`src/rtl/fir_pkg.sv`:
```
// -----------------------------------------------------------------------------
// fir_pkg
// Shared widths, types and coefficient table for the 31-tap symmetric
// low-pass FIR (fir_filter).
//
// Contents:
//   DATA_W / COEF_W / TAPS / ACC_W  : datapath sizing
//   sample_t                        : signed input/output sample type
//   COEFFS                          : Q1.15 Hamming-windowed sinc, cutoff fs/8
//
// Coefficient derivation: h[n] = sin(pi*m/4)/(pi*m) * (0.54 + 0.46*cos(pi*m/15)),
// m = n - 15, rounded to Q1.15. The centre tap is then set to
// 32768 - sum(other taps), so the DC gain is exactly 1.0.
// -----------------------------------------------------------------------------
package fir_pkg;

   localparam int DATA_W = 16;
   localparam int COEF_W = 16;
   localparam int TAPS   = 31;
   localparam int ACC_W  = 38;

   // Number of pre-added tap pairs; the centre tap sits at index HALF.
   localparam int HALF   = (TAPS - 1) / 2;
   localparam int PRE_W  = DATA_W + 1;
   localparam int PROD_W = PRE_W + COEF_W;
   localparam int FRAC_W = COEF_W - 1;

   typedef logic signed [DATA_W-1:0] sample_t;
   typedef logic signed [COEF_W-1:0] coef_t;
   typedef logic signed [PRE_W-1:0]  pre_t;
   typedef logic signed [PROD_W-1:0] prod_t;
   typedef logic signed [ACC_W-1:0]  acc_t;

   localparam coef_t COEFFS [TAPS] = '{
      -16'sd39,   -16'sd67,   -16'sd68,    16'sd0,
       16'sd156,   16'sd323,   16'sd326,   16'sd0,
      -16'sd620,  -16'sd1186, -16'sd1136,  16'sd0,
       16'sd2242,  16'sd5008,  16'sd7301,  16'sd8288,
       16'sd7301,  16'sd5008,  16'sd2242,  16'sd0,
      -16'sd1136, -16'sd1186, -16'sd620,   16'sd0,
       16'sd326,   16'sd323,   16'sd156,   16'sd0,
      -16'sd68,   -16'sd67,   -16'sd39
   };

endpackage

```
`src/rtl/fir_filter_if.sv`:
```
// -----------------------------------------------------------------------------
// fir_filter_if
// Sample-stream bundle between a sample source (master) and fir_filter (slave).
//
// Signals:
//   clk_en     : source -> filter, advance one sample this clock
//   filter_in  : source -> filter, signed sample
//   filter_out : filter -> source, registered filtered sample
//
// Handshake: clk_en acts as a valid qualifier with no ready path. filter_in is
// consumed on every rising edge where clk_en=1 and is ignored otherwise; the
// filter never stalls the source, and while clk_en=0 filter_out holds.
// -----------------------------------------------------------------------------
interface fir_filter_if;
   import fir_pkg::*;

   logic    clk_en;
   sample_t filter_in;
   sample_t filter_out;

   modport master (output clk_en, output filter_in, input  filter_out);
   modport slave  (input  clk_en, input  filter_in, output filter_out);

endinterface

```
`src/rtl/fir_round_sat.sv`:
```
// -----------------------------------------------------------------------------
// fir_round_sat
// Converts the full-precision accumulator back to a 16-bit sample: round half
// up at the Q1.15 point, then either clamp or wrap.
//
// Ports:
//   acc_in : ACC_W signed accumulator (sum of all tap products)
//   y_out  : DATA_W signed result
//
// Build option FIR_SATURATE_EN:
//   defined   -> clamp to [-32768, 32767]
//   undefined -> keep the low DATA_W bits (two's-complement wrap)
// -----------------------------------------------------------------------------
module fir_round_sat
   import fir_pkg::*;
(
   input  acc_t    acc_in,
   output sample_t y_out
);

   localparam int   SH_W     = ACC_W - FRAC_W;
   localparam acc_t RND_HALF = acc_t'(1 << (FRAC_W - 1));

   typedef logic signed [SH_W-1:0] shifted_t;

   acc_t     rnd;
   shifted_t shifted;

   always_comb begin
      rnd     = acc_in + RND_HALF;
      shifted = shifted_t'(rnd >>> FRAC_W);
`ifdef FIR_SATURATE_EN
      // In range only if every bit above the 16-bit sign bit matches it.
      if ((&shifted[SH_W-1:DATA_W-1]) || !(|shifted[SH_W-1:DATA_W-1])) begin
         y_out = sample_t'(shifted);
      end else if (shifted[SH_W-1]) begin
         y_out = {1'b1, {(DATA_W-1){1'b0}}};
      end else begin
         y_out = {1'b0, {(DATA_W-1){1'b1}}};
      end
`else
      y_out = sample_t'(shifted);
`endif
   end

endmodule

```
`src/rtl/fir_filter.sv`:
```
// -----------------------------------------------------------------------------
// fir_filter
// 31-tap symmetric linear-phase low-pass FIR, one sample per enabled clock.
//
// Ports:
//   clk   : rising-edge clock
//   rst_n : synchronous active-low reset, clears all state, overrides clk_en
//   bus   : fir_filter_if.slave (clk_en, filter_in, filter_out)
//
// Pipeline (all stages advance only when clk_en=1):
//   stage 1  x_q   : delay line, x[0] newest
//   stage 2  m_q   : pre-added, multiplied tap pairs plus centre tap
//   stage 3  out_q : adder tree -> round -> saturate/wrap
// A sample captured at enabled edge n first reaches filter_out at edge n+2.
//
// Build option FIR_SATURATE_EN selects clamping in fir_round_sat.
// -----------------------------------------------------------------------------
module fir_filter
   import fir_pkg::*;
(
   input  logic       clk,
   input  logic       rst_n,
   fir_filter_if.slave bus
);

   sample_t x_q [TAPS];
   sample_t x_d [TAPS];
   prod_t   m_q [HALF+1];
   prod_t   m_d [HALF+1];
   sample_t out_q;
   sample_t out_d;

   acc_t    acc;
   sample_t rounded;

   // Delay line.
   always_comb begin
      x_d = x_q;
      if (bus.clk_en) begin
         x_d[0] = bus.filter_in;
         for (int i = 1; i < TAPS; i++) begin
            x_d[i] = x_q[i-1];
         end
      end
   end

   // Symmetric pre-add then multiply: taps k and TAPS-1-k share h[k],
   // so only HALF multipliers plus the centre tap are needed.
   always_comb begin
      m_d = m_q;
      if (bus.clk_en) begin
         for (int k = 0; k < HALF; k++) begin
            m_d[k] = prod_t'(pre_t'(x_q[k]) + pre_t'(x_q[TAPS-1-k]))
                   * prod_t'(COEFFS[k]);
         end
         m_d[HALF] = prod_t'(x_q[HALF]) * prod_t'(COEFFS[HALF]);
      end
   end

   // Full-width sum of the registered products; the accumulator is wide
   // enough that no intermediate truncation is ever needed.
   always_comb begin
      acc = '0;
      for (int k = 0; k <= HALF; k++) begin
         acc = acc + acc_t'(m_q[k]);
      end
   end

   fir_round_sat u_round_sat (
      .acc_in (acc),
      .y_out  (rounded)
   );

   always_comb begin
      out_d = out_q;
      if (bus.clk_en) begin
         out_d = rounded;
      end
   end

   always_ff @(posedge clk) begin
      if (!rst_n) begin
         for (int i = 0; i < TAPS; i++) begin
            x_q[i] <= '0;
         end
         for (int k = 0; k <= HALF; k++) begin
            m_q[k] <= '0;
         end
         out_q <= '0;
      end else begin
         x_q   <= x_d;
         m_q   <= m_d;
         out_q <= out_d;
      end
   end

   assign bus.filter_out = out_q;

endmodule

```
`src/flat_wrapper.sv`:
```
// flat-port wrapper written by rule: the top's interface ports become plain ports
module fir_filter_flat import fir_pkg::*;
  (clk, rst_n, bus_clk_en, bus_filter_in, bus_filter_out);
  fir_filter_if bus_i ();
  input  logic clk;
  input  logic rst_n;
  input wire logic [$bits(bus_i.clk_en)-1:0] bus_clk_en;
  input wire logic [$bits(bus_i.filter_in)-1:0] bus_filter_in;
  output wire logic [$bits(bus_i.filter_out)-1:0] bus_filter_out;
  assign bus_i.clk_en = bus_clk_en;
  assign bus_i.filter_in = bus_filter_in;
  assign bus_filter_out = bus_i.filter_out;
  fir_filter u_core (.clk(clk), .rst_n(rst_n), .bus(bus_i));
endmodule
```
`config.mk`:
```
export PLATFORM = sky130hd
export DESIGN_NAME = fir_filter_flat
export DESIGN_NICKNAME = d
export VERILOG_FILES = /design/src/rtl/fir_pkg.sv /design/src/rtl/fir_filter_if.sv /design/src/rtl/fir_round_sat.sv /design/src/rtl/fir_filter.sv /design/src/flat_wrapper.sv
export SDC_FILE = /design/constraint.sdc
export NUM_CORES = 2
export LEC_CHECK = 0
export ABC_CLOCK_PERIOD_IN_PS = 20100
export CORE_MARGIN = 8
export CORE_UTILIZATION = 25
export DETAILED_ROUTE_END_ITERATION = 10
export SLEW_MARGIN = 10
export SYNTH_ARGS = -nofsm -noshare
export SYNTH_HDL_FRONTEND = slang
export SYNTH_SLANG_ARGS = --single-unit
```
`constraint.sdc`:
```
create_clock -name clk -period 20.1 [get_ports clk]
set_input_delay 4.02 -clock clk [delete_from_list [all_inputs] [get_ports clk]]
set_output_delay 4.02 -clock clk [all_outputs]
set_load 0.05 [all_outputs]
```
==> impl_metrics.yaml <==
run_status:
  status: "complete, no violations"
global_routing:
  grt_usage: 0.120
  antenna_found_initial: 4
  grt_max_degree: 113
  gr-total-overflow: 0
  grt_pass1_wl_mm: 330
  grt_pass1_vias: 56800
hold_path:
  holdCritStartpoint: "u_core.m_q[93]"
  hp-class: "flop to flop"
  min_to: "u_core.m_q[93]"
  worstHoldPathCells: 2
pwr:
  p_per_area_nw_per_um2: 60.4
  peakVddDrop_v: 0.000108
  power.leakage_nw: 45.2
  comb_power_share: 0.306
  p_switching_mw: 1.88
  intPower_mw: 3.60
  swShare: 0.343
  power_frac_seq: 0.329
  pwr-share-clk: 0.365
timing:
  hold_slack_ps: 481
  rsz0062_at_grt: "false"
  tightest_slew_ps: 1040
  finalCritPeriodShare: 0.406
  setup_slack_ps: 11940
  drv_slew: 0
  setup_viol: 0
  min_period_ps: 8160
  setup_tns_ps: 0
  fin_worst_skew_ps: 28.6
  finalHoldViolations: 0
  relSlewSlack: 0.307
  fmax_mhz: 122
final_layout:
  drive_gt1_frac: 0.0319
  fillers: 34600
  finalNetCount: 10600
  fin_area_sq_um: 90800
  area_delta_synth_final_pct: 10.9
  finalCoreUtilization: 0.278
job:
  maxCapViolations: 0
cts:
  cts_tree: "done"
  post_cts_buffers: 0
  clkLatencyLatePin_ps: 720
  cts_sinks: 852
  clockBufferDepth: 3
  path_clk_slew_ps: 60
  cts_root_buf: "clkbuf_16"
  hold_buffers: 0
  cts_made_buffers: 102
  cts_max_level: 3
  cts_resized: 0
floorplanning:
  die_h_um: 588
  initial_core_util: 0.251
  io_pins: 35
  coreArea_sq_um: 327000
  rows: 210
  die_w_um: 588
  die-area_sq_um: 346000
placed_design:
  preCtsSetupSlack_ps: 11240
  place_area_sq_um: 87100
  port_buffers: 34
  gp_congestion: 0.876
  hpwlAfterDp_mm: 175
logic_synthesis:
  netlist_instances: 8601
  async_flop_share: 0
  synth_area_sq_um: 81900
  synthesis.nets: 10700
  ys_seq_area_frac: 0.208
  synth_top_cell_by_area: "fa_1"
  syn_avg_cell_area_sq_um: 9.52
  synth_flop_cell: "dfxtp_1"
  synth.distinct_cells: 87
  synth_seq_cells: 852
  yosys-top-cells-area: "fa_1 21%, dfxtp_1 21%, ha_1 18%"
  synth_warnings: 0
  yosysTopAreaCellShare: 0.210
  synth_edf_count: 0
  ys_top_cells_by_count: "1352 x inv_1, 1200 x ha_1, 1016 x nor2_1"
  synth.most_common_cell: "inv_1"
critical_path:
  worst_r2r_endpoint: "u_core.m_q[224]"
  cp_data_arrival_time_ps: 8730
  crit_path_start_kind: "input port"
  r2r_slack_ps: 11980
  critical_path.startpoint: "bus_clk_en"
  rr_startpoint: "u_core.x_q[144]"
  path_max_fanout: 60
  rr_worst_depth: 28
  worstSetupPathType: "input port to flop"
  required_ps: 20670
  crit_path_end_kind: "flop"
route:
  routedWlPerCell_um: 16.4
  ant_nets: 0
  viasPerCell: 4.41
  firstDrtPassIters: 5
  drt_iter0_drc: 3304
  drc: 0
  vias: 57300
  wirelength_mm: 213
-- registers in the layout, summed over array words and instances, names as in the netlist --
register               cells
u_core.m_q               340
u_core.x_q               496
u_core.bus.filter_out     16
-- worst max-delay path by stage --
stage | to | slack, ps | cells past startpoint
floorplan | u_core.m_q[223] | 12820 | 24
detailed placement | u_core.x_q[20] | 11240 | 8
global placement | u_core.x_q[452] | 11220 | 8
finish | u_core.x_q[20] | 11940 | 8
global route | u_core.m_q[224] | 11540 | 28
CTS | u_core.m_q[224] | 11980 | 28
-- stage by stage --
stage | power [mW] | std cells
floorplan | 2.99 | 8601
global placement | 3.49 | 12800
detailed placement | 3.50 | 12800
CTS | 5.53 | 13000
global route | 5.79 | 13000
finish | 5.48 | 13000
-- logic make-up after synthesis --
| group | after synthesis | share of synthesized area |
|---|---|---|
| adder cells (fa/ha/maj) | 2057 | 0.393 |
| AND/OR/NAND/NOR | 1760 | 0.0947 |
| XOR/XNOR | 463 | 0.0497 |
| flip-flops | 852 | 0.208 |
| multiplexers | 704 | 0.0862 |
| buffers and inverters | 1565 | 0.0719 |
| AO/OA/AOI/OAI | 1200 | 0.0961 |
-- area by class of cell --
class	instances	area [sq um]	share of cell area
Multi-Input combinational cell	6184	58900	0.649
Antenna cell	2	5.00	0.0000551
Inverter	1356	5100	0.0562
Tap cell	4346	5440	0.0599
Clock buffer	135	2870	0.0316
Sequential cell	852	17100	0.188
Clock inverter	54	744	0.00820
Timing Repair Buffer	67	601	0.00662
-- power by group through the flow --
| stage | Combinational (mW) | Sequential (mW) | Clock (mW) |
|---|---|---|---|
| detailed placement | 1.66 | 1.84 | 0 |
| finish | 1.68 | 1.81 | 2.00 |
| global route | 1.87 | 1.81 | 2.11 |
| CTS | 1.68 | 1.80 | 2.05 |
| floorplan | 1.14 | 1.85 | 0 |
| global placement | 1.65 | 1.84 | 0 |
-- placed cells by master, fill, tap and decap left out, types with 38 or more instances in the layout --
master     instances
inv_1           1351
ha_1            1200
nor2_1          1014
fa_1             857
dfxtp_1          852
mux2i_1          694
a21oi_1          340
xnor2_1          327
nand2_1          227
o21ai_0          226
xor2_1           135
a21o_1           128
clkbuf_16        105
nor3_1            99
nand3_1           90
a211oi_1          87
o21a_1            71
o21bai_1          65
nor2b_1           55
or3_1             54
nand2b_1          51
and3_1            49
a31oi_1           38
-- worst max-delay path, cell delays in order --
cell,delay (ps)
buf_8,310
buf_4,500
buf_4,780
buf_4,780
buf_4,860
buf_4,870
mux2i_1,270
nor2_1,50
-- routing by layer --
| metal | track usage | vias to the layer above | routed length (um) |
|---|---|---|---|
| met5 | 0 | - | 13 |
| met4 | 0.0424 | 2 | 7670 |
| met3 | 0.0154 | 275 | 9990 |
| met2 | 0.193 | 956 | 93600 |
| met1 | 0.166 | 27600 | 101000 |
| li1 | - | 28500 | - |
Note: power is estimated with default switching activity, not from simulation.
